==> src/rtl/run_ctrl_if.sv <==
`default_nettype none
// ============================================================================
//  Module      : run_ctrl_if
//  Description : Handshake bundle between the top-level req/done pins, the
//                instruction decoder and the run_ctrl sequencer.
//                master : top-level / decoder side (drives req, start_addr,
//                         halt; observes status)
//                slave  : run_ctrl side
//  Signals     : req          start request (1-cycle pulse is enough)
//                start_addr   [D-1:0]  PC value for the run
//                halt         decoder flags HALT in the executing slot
//                pc_init      1-cycle strobe loading the PC
//                pc_init_val  [D-1:0]  latched start address
//                run_en       PC advance / write enable
//                busy         high in INIT, RUN and DRAIN
//                done         run complete, held until the next start
//                cycle_cnt    [CW-1:0] run_en-high cycles of the last run
//                timeout      last run was ended by the watchdog
//  Revision    : 1.0 - initial release
// ============================================================================
interface run_ctrl_if #(
  parameter int D  = 12,
  parameter int CW = 16
);
  logic          req;
  logic [D-1:0]  start_addr;
  logic          halt;
  logic          pc_init;
  logic [D-1:0]  pc_init_val;
  logic          run_en;
  logic          busy;
  logic          done;
  logic [CW-1:0] cycle_cnt;
  logic          timeout;

  modport master (
    output req, start_addr, halt,
    input  pc_init, pc_init_val, run_en, busy, done, cycle_cnt, timeout
  );

  modport slave (
    input  req, start_addr, halt,
    output pc_init, pc_init_val, run_en, busy, done, cycle_cnt, timeout
  );
endinterface
`default_nettype wire

==> src/rtl/run_ctrl.sv <==
`default_nettype none
// ============================================================================
//  Module      : run_ctrl
//  Description : Program-run sequencer. Accepts a start request, strobes the
//                PC load, gates fetch/execute until the decoder reports HALT,
//                drains one cycle for the final writeback, then holds done.
//                Counts run_en-high cycles (saturating).
//  Ports       : clk    system clock (rising edge)
//                reset  synchronous, active-high
//                bus    run_ctrl_if.slave (req, start_addr, halt in;
//                       pc_init, pc_init_val, run_en, busy, done,
//                       cycle_cnt, timeout out)
//  Options     : RUN_WATCHDOG_EN - when defined, a run that reaches TIMEOUT
//                run cycles without HALT is forced into DRAIN and flagged
//                with timeout. Undefined: no comparator, timeout tied low.
//  Revision    : 1.0 - initial release
// ============================================================================
module run_ctrl #(
  parameter int D       = 12,
  parameter int CW      = 16,
  parameter int TIMEOUT = 4000
) (
  input  logic       clk,
  input  logic       reset,
  run_ctrl_if.slave  bus
);

  localparam logic [2:0] c_idle  = 3'd0;
  localparam logic [2:0] c_init  = 3'd1;
  localparam logic [2:0] c_run   = 3'd2;
  localparam logic [2:0] c_drain = 3'd3;
  localparam logic [2:0] c_done  = 3'd4;

  logic [2:0]    state_q, state_d;
  logic [D-1:0]  pc_init_val_q, pc_init_val_d;
  logic [CW-1:0] cycle_cnt_q, cycle_cnt_d;
  logic          w_accept;
  logic          w_wd_expire;

  // A start is only taken when no run is in flight.
  assign w_accept = bus.req && ((state_q == c_idle) || (state_q == c_done));

`ifdef RUN_WATCHDOG_EN
  localparam logic [CW-1:0] c_limit = CW'(TIMEOUT - 1);
  logic timeout_q, timeout_d;

  // cycle_cnt lags the run by one, so matching TIMEOUT-1 ends the run after
  // exactly TIMEOUT run_en cycles.
  assign w_wd_expire = (state_q == c_run) && (cycle_cnt_q == c_limit);
`else
  logic unused_timeout_param;

  assign w_wd_expire          = 1'b0;
  assign unused_timeout_param = (TIMEOUT != 0);
`endif

  // --------------------------------------------------------------------------
  // State register
  // --------------------------------------------------------------------------
  always_ff @(posedge clk) begin
    if (reset) begin
      state_q <= c_idle;
    end else begin
      state_q <= state_d;
    end
  end

  // --------------------------------------------------------------------------
  // Next-state logic
  // --------------------------------------------------------------------------
  always_comb begin
    state_d = state_q;
    unique case (state_q)
      c_idle:  if (bus.req) state_d = c_init;
      c_init:  state_d = c_run;
      c_run:   if (bus.halt || w_wd_expire) state_d = c_drain;
      c_drain: state_d = c_done;
      c_done:  if (bus.req) state_d = c_init;
      default: state_d = c_idle;
    endcase
  end

  // --------------------------------------------------------------------------
  // Output decode (Moore, from registered state)
  // --------------------------------------------------------------------------
  always_comb begin
    bus.pc_init = (state_q == c_init);
    bus.run_en  = (state_q == c_run);
    bus.busy    = (state_q == c_init) || (state_q == c_run) || (state_q == c_drain);
    bus.done    = (state_q == c_done);
  end

  // --------------------------------------------------------------------------
  // Run datapath: start address latch, cycle counter, watchdog flag
  // --------------------------------------------------------------------------
  always_comb begin
    pc_init_val_d = pc_init_val_q;
    cycle_cnt_d   = cycle_cnt_q;
    if (w_accept) begin
      // Clearing on acceptance makes the fresh values visible during INIT.
      pc_init_val_d = bus.start_addr;
      cycle_cnt_d   = '0;
    end else if ((state_q == c_run) && (cycle_cnt_q != '1)) begin
      cycle_cnt_d = cycle_cnt_q + CW'(1);
    end
  end

`ifdef RUN_WATCHDOG_EN
  always_comb begin
    timeout_d = timeout_q;
    if (w_accept) begin
      timeout_d = 1'b0;
    end else if (w_wd_expire && !bus.halt) begin
      // HALT in the same cycle as the limit is a normal finish.
      timeout_d = 1'b1;
    end
  end

  always_ff @(posedge clk) begin
    if (reset) begin
      timeout_q <= 1'b0;
    end else begin
      timeout_q <= timeout_d;
    end
  end

  assign bus.timeout = timeout_q;
`else
  assign bus.timeout = 1'b0;
`endif

  always_ff @(posedge clk) begin
    if (reset) begin
      pc_init_val_q <= '0;
      cycle_cnt_q   <= '0;
    end else begin
      pc_init_val_q <= pc_init_val_d;
      cycle_cnt_q   <= cycle_cnt_d;
    end
  end

  assign bus.pc_init_val = pc_init_val_q;
  assign bus.cycle_cnt   = cycle_cnt_q;

endmodule
`default_nettype wire
==> src/flat_wrapper.sv <==
// flat-port wrapper written by rule: the top's interface ports become plain ports
module run_ctrl_flat 
#(
  parameter int D       = 12,
  parameter int CW      = 16,
  parameter int TIMEOUT = 4000
)
  (clk, reset, bus_req, bus_start_addr, bus_halt, bus_pc_init, bus_pc_init_val, bus_run_en, bus_busy, bus_done, bus_cycle_cnt, bus_timeout);
  run_ctrl_if #(.D(D), .CW(CW)) bus_i ();
  input  logic clk;
  input  logic reset;
  input wire logic [$bits(bus_i.req)-1:0] bus_req;
  input wire logic [$bits(bus_i.start_addr)-1:0] bus_start_addr;
  input wire logic [$bits(bus_i.halt)-1:0] bus_halt;
  output wire logic [$bits(bus_i.pc_init)-1:0] bus_pc_init;
  output wire logic [$bits(bus_i.pc_init_val)-1:0] bus_pc_init_val;
  output wire logic [$bits(bus_i.run_en)-1:0] bus_run_en;
  output wire logic [$bits(bus_i.busy)-1:0] bus_busy;
  output wire logic [$bits(bus_i.done)-1:0] bus_done;
  output wire logic [$bits(bus_i.cycle_cnt)-1:0] bus_cycle_cnt;
  output wire logic [$bits(bus_i.timeout)-1:0] bus_timeout;
  assign bus_i.req = bus_req;
  assign bus_i.start_addr = bus_start_addr;
  assign bus_i.halt = bus_halt;
  assign bus_pc_init = bus_i.pc_init;
  assign bus_pc_init_val = bus_i.pc_init_val;
  assign bus_run_en = bus_i.run_en;
  assign bus_busy = bus_i.busy;
  assign bus_done = bus_i.done;
  assign bus_cycle_cnt = bus_i.cycle_cnt;
  assign bus_timeout = bus_i.timeout;
  run_ctrl #(.D(D), .CW(CW), .TIMEOUT(TIMEOUT)) u_core (.clk(clk), .reset(reset), .bus(bus_i));
endmodule
==> config.mk <==
export PLATFORM = sky130hd
export DESIGN_NAME = run_ctrl_flat
export DESIGN_NICKNAME = d
export VERILOG_FILES = /design/src/rtl/run_ctrl_if.sv /design/src/rtl/run_ctrl.sv /design/src/flat_wrapper.sv
export SDC_FILE = /design/constraint.sdc
export NUM_CORES = 1
export LEC_CHECK = 0
export ABC_AREA = 1
export ABC_CLOCK_PERIOD_IN_PS = 4700
export BUFFER_PORTS_ARGS = -buffer_cell sky130_fd_sc_hd__buf_2
export CORE_MARGIN = 2
export CORE_UTILIZATION = 40
export CTS_CLUSTER_DIAMETER = 100
export DETAILED_ROUTE_END_ITERATION = 16
export PLACE_DENSITY_LB_ADDON = 0.2
export REMOVE_ABC_BUFFERS = 1
export SETUP_SLACK_MARGIN = 0.3
export SLEW_MARGIN = 30
export SYNTH_ARGS = -nofsm -noshare
export SYNTH_HDL_FRONTEND = slang
export SYNTH_SLANG_ARGS = --single-unit
==> constraint.sdc <==
create_clock -name clk -period 4.7 [get_ports clk]
set_input_delay 0.235 -clock clk [delete_from_list [all_inputs] [get_ports clk]]
set_output_delay 0.235 -clock clk [all_outputs]
set_load 0.005 [all_outputs]
* After elaboration in Yosys (flattened, before gate mapping) *
Index checks and enable logic that the tools add are counted.

word-level totals
  flip-flop bits (word level) = 31
  bits of input ports = 16
  output and inout bits = 33
  word-level logic and storage cells = 23

operators by class
  add/subtract/negate cells = 1
  equality and inequality tests = 7
  muxes and demuxes = 3
  reductions and logical operators = 9

operators by type and width
  cell                   count
  $add 16x1->16 const B  1
  $ne 16x16->1 const B   1
  $pmux 3 s4             1
  $eq 3x2->1 const B     2
  $mux 3                 2
  $reduce_or 2->1        2
  $eq 3x1->1 const B     1
  $eq 3x3->1 const B     1
  $logic_not 3->1        1
  $logic_or 1x1->1       3
  $logic_and 1x1->1      2
  $ne 2x1->1 const B     1
  $ne 2x2->1 const B     1
  $reduce_and 2->1       1

* Depth between registers and ports, before layout *
Gate-level depths: netlist of the first run.

  word-level depth = 4
  gate-level depth with buffers = 9
  mapped depth without buffers = 8

* Least setup slack after synthesis of the first run *
No wires, ideal clock.

  path type = register -> register
  start point = reg u_core.cycle_cnt_q[0], in the netlist u_core.bus.cycle_cnt[0]
  end point = reg u_core.cycle_cnt_q[1], in the netlist u_core.bus.cycle_cnt[1]
  library setup time = 0.116 ns
  arrival time = 1.418 ns
  required time = 4.584 ns
  setup slack = 3.166 ns
  cell stages (with the launch flop) = 10
  buffers on the path = 1
  period minus slack after synthesis = 1.534 ns
  cell sequence = dfxtp_1 > ha_1 > inv_1 > nor2_4 > nand2_2 > nor2_1 > nor2_1 > buf_2 > nor2_1 > nor2_1

on the way
  longest elaborated chain between the ends = 2
  elaborated cells between the ends (all ways) = 3
  classes of those cells = 1 x add/sub; 1 x eq/ne; 1 x reduce/logical

ends and longest elaborated chain
  what                                                                   RTL line         RTL
  from (decl)                                                            run_ctrl.sv:36   logic [CW-1:0] cycle_cnt_q, cycle_cnt_d;
  from (signal assigned)                                                 run_ctrl.sv:138  cycle_cnt_q <= cycle_cnt_d;
  parallel branches: the longest is 2 deep, another holds $add 16x1->16  -

Parallel ways; which one is timed is not known.
A chain may end at the register's enable or synchronous reset.

* Worst setup path in the final report of the first run *
  start point = reg u_core.cycle_cnt_q[0], in the netlist u_core.bus.cycle_cnt[0]
  end point = reg u_core.cycle_cnt_q[8], in the netlist u_core.bus.cycle_cnt[8]

The elaborated chain is that of the path after synthesis.

==> flow_metrics.env, run 1 <==
export IMPL_ios=49
export IMPL_internal_power_uw=504
export IMPL_antennaDiodeCount=0
export IMPL_timing_critical_path_buf_inv=1
export IMPL_arrival_ns=2.16
export IMPL_cts_sinks=31
export IMPL_n_fill_cell=407
export IMPL_hold_path_class="input pin to flip-flop"
export IMPL_ir_drop_uv=229
export IMPL_hold_ws_ns=0.159
export IMPL_port_buffers=47
export IMPL_power_density_nw_per_um2=372
export IMPL_end_kind="flip-flop"
export IMPL_skew_ns=0.00479
export IMPL_swShare_pct=28.1
export IMPL_synthCells=225
export IMPL_num_rows=22
export IMPL_dp_hpwl_um=2540
export IMPL_grt_first_pass_wirelength_um=5920
export IMPL_ctsResizeCount=0
export IMPL_pwr_share_comb_pct=17.6
export IMPL_critPathMaxFanout=12
export IMPL_cts_buffers=5
export IMPL_critPathLaunchType="flip-flop"
export IMPL_worst_ep_required_time_ns=4.92
export IMPL_worst_slew_pin_slew_ns=0.827
export IMPL_drt_iter0_drc=66
export IMPL_start_util_pct=41.5
export IMPL_cts_root_buf="clkbuf_8"
export IMPL_vias=1530
export IMPL_criticalPathCategory="flip-flop to flip-flop"
export IMPL_routed_wl_um=3540
export IMPL_setup_tns_final_ns=0
export IMPL_max_slew_margin_pct=44.7
export IMPL_clockBufferDepth=2
export IMPL_layout_drive_gt1_share_pct=22.0
export IMPL_period_share_pct=41.4
export IMPL_antenna_found_initial=0
export IMPL_cpMostUsedCell="nor2_1"
export IMPL_ys_warn_count=0
export IMPL_yosysTopAreaCell="dfxtp_1"
export IMPL_grt_usage_pct=17.9
export IMPL_crit_chain="ha_1 > inv_1 > nor2_4 > nand2_2 > nor2_1 > nor2_1 > nand2_1 > a21oi_2"
export IMPL_avgSynthCellArea_um2=6.71
export IMPL_detail_route_drc_violations=0
export IMPL_hold_buffers=0
export IMPL_pwr_share_seq_pct=43.3
export IMPL_first_pass_iters=4
export IMPL_multi_input_area_um2=781
export IMPL_p_sw_uw=197
export IMPL_overflow=0
export IMPL_drv_cap=0
export IMPL_tritoncts="built"
export IMPL_rsz0062_at_grt="false"
export IMPL_critPathMaxStageDelay_ns=0.62
export IMPL_grt_max_degree=15
export IMPL_clockPowerShare_pct=39.1
export IMPL_ys_ff_latch=31
export IMPL_grt_pass1_vias=1313
export IMPL_vias_per_cell=4.77
export IMPL_clk_pin_slew_ns=0.07
export IMPL_leakage_nw=0.813
export IMPL_fp_dieArea_um2=4280
export IMPL_synth_area_leaders="dfxtp_1 (41%), nand2_1 (14%), nor2_1 (12%), a21oi_1 (5.0%), o21ai_0 (4.6%)"
export IMPL_finalHoldViolations=0
export IMPL_post_route_util_pct=51.8
export IMPL_coreArea_um2=3630
export IMPL_max_freq_mhz=514
export IMPL_outcome="complete, no violations"
export IMPL_netlist_area_leader_share_pct=41.1
export IMPL_yosysSeqAreaShare_pct=41.1
export IMPL_die_width_um=65.4
export IMPL_setup_violations=0
export IMPL_clk_latency_ns=0.28
export IMPL_total_power_uw=700
export IMPL_gp_congestion=0.784
export IMPL_postCtsSetupBuffers=0
export IMPL_critical_path_top_delay_family="simple AND/OR/NAND/NOR gates"
export IMPL_regArea_um2=621
export IMPL_drv_slew=0
export IMPL_die_h_um=65.4
export IMPL_ant_nets=0
export IMPL_wl_per_cell_um=11.0
export IMPL_post_route_min_period_ns=1.95
export IMPL_final_nets=289
export IMPL_slowest_stage="nor2_1"
export IMPL_yosys_cell_types_count=25
export IMPL_syn_to_final_growth_pct=24.7
export IMPL_syn_area_um2=1510
export IMPL_htree_levels=2
-- stage by stage --
stage / cells / setup slack [ns] / area [um2]
after floorplan: 218 / 3.10 / 1470
after global placement: 313 / 2.77 / 1760
after detailed placement: 313 / 2.74 / 1760
after CTS: 321 / 2.72 / 1880
after global routing: 321 / 2.52 / 1880
final: 321 / 2.75 / 1880
-- layout by cell type (no fill, tap or decap) --
master and count:
inv_1 18, a211oi_1 1, nor2_1 48, clkbuf_8 6
nand2_1 56, xor2_1 3, nand3b_1 1, a21oi_2 1
o21ai_2 1, nand2_2 1, nor3_1 2, a21oi_1 15
ha_1 1, o21a_1 1, buf_2 47, o22ai_1 1
o21ai_0 14, conb_1 1, nand4_1 5, nor2_4 2
dfxtp_1 31, bufinv_16 1, clkinv_2 1, xnor2_1 3
nand3_1 12
-- worst reg2reg max path: cells and delay by family, from the launching register on --
kind | cells | cell delay, ns
AND/OR/NAND/NOR | 5 | 0.97
AO/OA/AOI/OAI | 1 | 0.14
buffers and inverters | 1 | 0.11
adder cells (fa/ha/maj) | 1 | 0.28
flip-flops | 1 | 0.37
-- cells in the mapped netlist --
master / number
buf_4: 1
a21oi_2: 1
a21oi_1: 15
o21a_1: 1
dfxtp_1: 31
nand3b_1: 1
inv_1: 18
xnor2_1: 3
nand3_1: 12
o21ai_0: 14
buf_2: 2
nor3_1: 2
buf_6: 1
nand2_1: 56
o22ai_1: 1
conb_1: 1
nor2_4: 2
nor2_1: 48
ha_1: 1
o21ai_2: 1
xor2_1: 3
nand4_1: 5
clkbuf_1: 3
nand2_2: 1
a211oi_1: 1
-- final timing paths --
check / cells after the start / end / from / slack [ns]
max: 8 / u_core.bus.cycle_cnt[8] / u_core.bus.cycle_cnt[0] / 2.75
min: 2 / u_core.state_q[2] / reset / 0.16
max reg2reg: 8 / u_core.bus.cycle_cnt[8] / u_core.bus.cycle_cnt[0] / 2.75
min reg2reg: 2 / u_core.state_q[2] / u_core.state_q[0] / 0.50
-- metal layers --
layer / vias to the layer above / track usage, % / part of all wire [%]
met2: 33 / 27.3 / 44
met3: 6 / 6.34 / 5.6
li1: 815 / - / -
met1: 676 / 23.5 / 49
met5: - / 0 / 0
met4: 0 / 6.25 / 1.3
-- registers in the layout (all words and copies together), names as in the netlist --
register and cells:
u_core.bus.pc_init_val 12, u_core.state_q 3, u_core.bus.cycle_cnt 16
-- final cells by class --
class                      count  share of cell area [%]
clock inverter                 2                    1.86
inverter                      18                    3.59
sequential                    31                    33.0
tap                           48                    3.19
multi-input combinational    169                    41.5
clock buffer                   6                    4.39
timing repair buffer          47                    12.5
-- cells by family after synthesis --
logic type / after synthesis / synth area share [%]
AOI/OAI and AO/OA: 34 / 12.2
adders and majority gates: 1 / 0.829
buffers and inverters: 25 / 7.13
other: 1 / 0.249
and+or+nand+nor: 127 / 35.0
xor gates and xnor gates: 6 / 3.48
DFF: 31 / 41.1
-- power by group through the flow --
stage / Combinational (mW) / Clock (mW) / Sequential [mW]
final: 0.123 / 0.274 / 0.303
after global routing: 0.142 / 0.296 / 0.306
after CTS: 0.126 / 0.280 / 0.303
after detailed placement: 0.125 / 0 / 0.308
after global placement: 0.125 / 0 / 0.309
after floorplan: 0.0685 / 0 / 0.309
Note: power is estimated with default switching activity, not from simulation.
==> run 2: changes to the inputs <==
- ABC_CLOCK_PERIOD_IN_PS: 4700 -> 1600
- clock period: 4.7 -> 1.6 ns (I/O delays scaled with it)
==> flow_metrics.env, run 2 (same netlist as run 1, synthesis figures left out) <==
export IMPL_outcome="complete, no violations"
export IMPL_fp_dieArea_um2=4280
export IMPL_die_h_um=65.4
export IMPL_final_common_cell="buf_2"
export IMPL_multi_input_area_um2=912
export IMPL_power_density_nw_per_um2=1030
export IMPL_die_width_um=65.4
export IMPL_post_route_min_period_ns=1.44
export IMPL_finalHoldViolations=0
export IMPL_clk_pin_slew_ns=0.07
export IMPL_vias_per_cell=4.86
export IMPL_wl_per_cell_um=12.4
export IMPL_ir_drop_uv=858
export IMPL_final_area_um2=2330
export IMPL_max_freq_mhz=693
export IMPL_grt_usage_pct=22.3
export IMPL_hold_ws_ns=0.00276
export IMPL_antennaDiodeCount=0
export IMPL_ant_nets=0
export IMPL_drt_iter0_drc=122
export IMPL_rsz0062_at_grt="true"
export IMPL_grt_max_degree=15
export IMPL_clockBufferDepth=2
export IMPL_ios=49
export IMPL_leakage_nw=0.999
export IMPL_cts_sinks=31
export IMPL_overflow=0
export IMPL_drv_slew=0
export IMPL_cts_root_buf="clkbuf_8"
export IMPL_grt_pass1_vias=1617
export IMPL_coreArea_um2=3630
export IMPL_antenna_found_initial=0
export IMPL_port_buffers=47
export IMPL_drv_cap=0
export IMPL_num_rows=22
export IMPL_dp_hpwl_um=2890
export IMPL_dpl_instance_area_um2=1920
export IMPL_htree_levels=2
export IMPL_clk_latency_ns=0.29
export IMPL_cts_buffers=5
export IMPL_critPathLaunchType="flip-flop"
export IMPL_final_cell_mix="buf_2 (47), nand2_1 (46), nor2_1 (30)"
export IMPL_start_util_pct=41.5
export IMPL_syn_to_final_growth_pct=54.3
export IMPL_critPathMaxFanout=6
export IMPL_routed_wl_um=4400
export IMPL_detail_route_drc_violations=0
export IMPL_setup_tns_final_ns=0
export IMPL_final_nets=324
export IMPL_vias=1730
export IMPL_worst_ep_required_time_ns=1.82
export IMPL_first_pass_iters=4
export IMPL_end_kind="flip-flop"
export IMPL_setup_violations=0
export IMPL_tritoncts="built"
export IMPL_period_share_pct=90.2
export IMPL_criticalPathCategory="flip-flop to flip-flop"
export IMPL_gp_congestion=0.783
export IMPL_hold_path_class="input pin to flip-flop"
export IMPL_arrival_ns=1.66
export IMPL_grt_first_pass_wirelength_um=7220
export IMPL_regArea_um2=631
export IMPL_skew_ns=0.00907
export IMPL_largest_reg_flops=16
export IMPL_n_fill_cell=346
export IMPL_layout_drive_gt1_share_pct=44.5
-- run 2: changes by cell type in the layout (fill, tap and decap cells not counted), moves of 4 or more --
cell     before  now
nand2_2       1   11
nor2_4        2    6
nor2_1       48   30
nand2_1      56   46
dfxtp_2       0    5
dfxtp_1      31   25
inv_1        18   14
buf_4         0   28
buf_6         0    5
nor2_2        0   14
-- run 2: final timing paths --
path / start / to / slack (ns) / cells after the start
worst max register to register: u_core.bus.cycle_cnt[1] / u_core.bus.cycle_cnt[10] / 0.16 / 9
worst min register to register: u_core.bus.cycle_cnt[14] / u_core.bus.cycle_cnt[14] / 0.50 / 2
worst max-delay path: u_core.bus.cycle_cnt[1] / u_core.bus.cycle_cnt[10] / 0.16 / 9
worst min-delay path: bus_start_addr[8] / u_core.bus.pc_init_val[8] / 0.003 / 3
-- run 2: final cells by class --
cell class                 instances  share of cell area [%]
multi-input combinational        169                    39.2
sequential                        31                    27.1
timing repair buffer              81                    22.0
inverter                          18                    3.17
clock buffer                       6                    3.12
clock inverter                     2                    2.58
tap                               48                    2.58
timing repair inverter             1                   0.322
-- run 2: what timing repair did --
action | CTS | global route
pin swaps | 18 | 10
cloned | 2 | 0
setup buffers | 8 | 3
setup endpoints to repair | 28 | 28
hold buffers | 1 | 0
hold endpoints to repair | 2 | 0
resized for setup | 33 | 27
-- run 2: power breakdown --
| part | switching (mW) | leakage (nW) | internal, mW |
|---|---|---|---|
| Sequential | 0.0466 | 0.256 | 0.850 |
| Combinational | 0.322 | 0.678 | 0.260 |
| Clock | 0.297 | 0.0654 | 0.622 |
-- run 2: metal layers --
layer | track usage, % | share of wire, %
met1 | 27.6 | 44
met2 | 36.6 | 49
met3 | 5.82 | 5.2
met4 | 9.64 | 2.0
met5 | 0 | 0
-- run 2: critical path: stages, from the launching register on --
cell and delay [ns]:
dfxtp_2 0.35, ha_4 0.14, inv_2 0.04, nor2_4 0.08
nand2_2 0.08, buf_6 0.13, o21ai_4 0.19, buf_6 0.16
nand2_1 0.06, a21oi_1 0.13
-- run 2: through the flow --
stage | instances | setup slack [ns] | util (%) | power, mW
5_1_grt | 356 | 0.104 | 64.1 | 2.53
2_1_floorplan | 218 | 0.00144 | - | 1.11
3_3_place_gp | 334 | -0.0704 | 52.9 | 1.31
3_5_place_dp | 334 | -0.131 | 52.9 | 1.32
6_report | 356 | 0.157 | 64.1 | 2.40
4_1_cts | 353 | 0.269 | 61.4 | 2.34
==> run 3: changes to the inputs <==
- MAX_ROUTING_LAYER: default -> met4
==> flow_metrics.env, run 3 (same netlist as run 1, synthesis figures left out) <==
export IMPL_drv_cap=0
export IMPL_cts_root_buf="clkbuf_8"
export IMPL_drt_met1_wl_um=1940
export IMPL_drt_iter0_drc=92
export IMPL_grt_usage_pct=22.9
export IMPL_reg2regPathDepth=9
export IMPL_clockBufferDepth=2
export IMPL_worst_ep_required_time_ns=1.82
export IMPL_outcome="complete, no violations"
export IMPL_grt_first_pass_wirelength_um=7220
export IMPL_final_nets=324
export IMPL_grt_max_degree=15
export IMPL_largest_reg_flops=16
export IMPL_clk_pin_slew_ns=0.07
export IMPL_setup_violations=0
export IMPL_grt_pass1_vias=1627
export IMPL_layout_drive_gt1_share_pct=44.5
export IMPL_maxUsedRoutingLayer="met4"
export IMPL_ir_drop_uv=858
export IMPL_skew_ns=0.00908
export IMPL_end_kind="flip-flop"
export IMPL_slowest_stage="dfxtp_2"
export IMPL_num_rows=22
export IMPL_cts_buffers=5
export IMPL_dpl_instance_area_um2=1920
export IMPL_fp_dieArea_um2=4280
export IMPL_overflow=0
export IMPL_die_h_um=65.4
export IMPL_start_util_pct=41.5
export IMPL_period_share_pct=90.2
export IMPL_antenna_found_initial=0
export IMPL_setup_tns_final_ns=0
export IMPL_power_density_nw_per_um2=1030
export IMPL_first_pass_iters=4
export IMPL_tritoncts="built"
export IMPL_post_route_util_pct=64.1
export IMPL_coreArea_um2=3630
export IMPL_ios=49
export IMPL_vias=1721
export IMPL_critical_path_top_delay_family="flip-flops"
export IMPL_final_common_cell="buf_2"
export IMPL_critPathLaunchType="flip-flop"
export IMPL_rsz0062_at_grt="true"
export IMPL_gp_congestion=0.794
export IMPL_vias_per_cell=4.83
export IMPL_wl_per_cell_um=12.3
export IMPL_wl_met2_um=2140
export IMPL_final_area_um2=2330
export IMPL_detail_route_drc_violations=0
export IMPL_leakage_nw=1.00
export IMPL_critPathMaxFanout=6
export IMPL_criticalPathCategory="flip-flop to flip-flop"
export IMPL_n_fill_cell=346
export IMPL_hold_path_class="input pin to flip-flop"
export IMPL_dp_cells=334
export IMPL_clk_latency_ns=0.29
export IMPL_routed_wl_um=4370
export IMPL_drv_slew=0
export IMPL_die_width_um=65.4
export IMPL_final_cell_mix="buf_2 (47), nand2_1 (46), nor2_1 (30)"
export IMPL_cp_depth=9
export IMPL_antennaDiodeCount=0
export IMPL_finalHoldViolations=0
export IMPL_critPathMaxStageDelay_ns=0.35
export IMPL_fin_cells=356
export IMPL_syn_to_final_growth_pct=54.3
export IMPL_min_path_cells=3
export IMPL_dp_hpwl_um=2890
export IMPL_ant_nets=0
export IMPL_port_buffers=47
export IMPL_max_freq_mhz=693
export IMPL_htree_levels=2
export IMPL_arrival_ns=1.66
export IMPL_wl_met3_um=201
export IMPL_total_power_mw=2.40
export IMPL_cpMostUsedCell="buf_6"
export IMPL_post_route_min_period_ns=1.44
export IMPL_crit_chain="ha_4 > inv_2 > nor2_4 > nand2_2 > buf_6 > o21ai_4 > buf_6 > nand2_1 > a21oi_1"
export IMPL_timing_critical_path_buf_inv=3
export IMPL_cts_sinks=31
-- run 3: through the flow --
step | hold WS, ns | worst slack, ns
finish | 0.00675 | 0.156
global route | 0.00648 | 0.104
CTS | 0.00886 | 0.269
detailed placement | 0.299 | -0.131
global placement | 0.301 | -0.0704
floorplan | 0.149 | 0.00144
-- run 3: repair_timing --
item,4_1_cts,5_1_grt
setup endpoints to repair,28,28
setup buffers,8,3
hold buffers,1,0
gates resized for setup,33,27
endpoints found under the hold margin,2,0
pin swaps,18,8
gates cloned,2,0
-- run 3: metal layers --
layer	track usage (%)	vias up
met3	5.82	10
met5	-	-
met1	27.4	780
li1	-	885
met2	36.7	46
met4	9.64	0
-- run 3: power breakdown --
part	internal (mW)	switching, mW	total, mW	leakage, nW
Sequential	0.850	0.0468	0.897	0.256
Clock	0.622	0.296	0.918	0.0654
Combinational	0.259	0.321	0.581	0.679
Total	1.73	0.664	2.40	1.00
-- run 3: final cells by class --
type | count | area, um2 | area share (%)
clock buffer | 6 | 72.6 | 3.12
clock inverter | 2 | 60.1 | 2.58
inverter | 18 | 73.8 | 3.17
multi-input combinational | 169 | 912 | 39.2
sequential | 31 | 631 | 27.1
tap | 48 | 60.1 | 2.58
timing repair buffer | 81 | 512 | 22.0
timing repair inverter | 1 | 7.51 | 0.322
-- run 3: final timing paths --
| path | startpoint | endpoint | slack [ns] |
|---|---|---|---|
| worst max register to register | u_core.bus.cycle_cnt[1] | u_core.bus.cycle_cnt[10] | 0.16 |
| worst max-delay path | u_core.bus.cycle_cnt[1] | u_core.bus.cycle_cnt[10] | 0.16 |
| worst min-delay path | bus_start_addr[3] | u_core.bus.pc_init_val[3] | 0.007 |
| worst min register to register | u_core.bus.cycle_cnt[14] | u_core.bus.cycle_cnt[14] | 0.50 |
-- run 3: tightest hold or removal path: stages --
cell,delay (ns)
buf_2,0.08
nor2_2,0.03
nor2_1,0.06
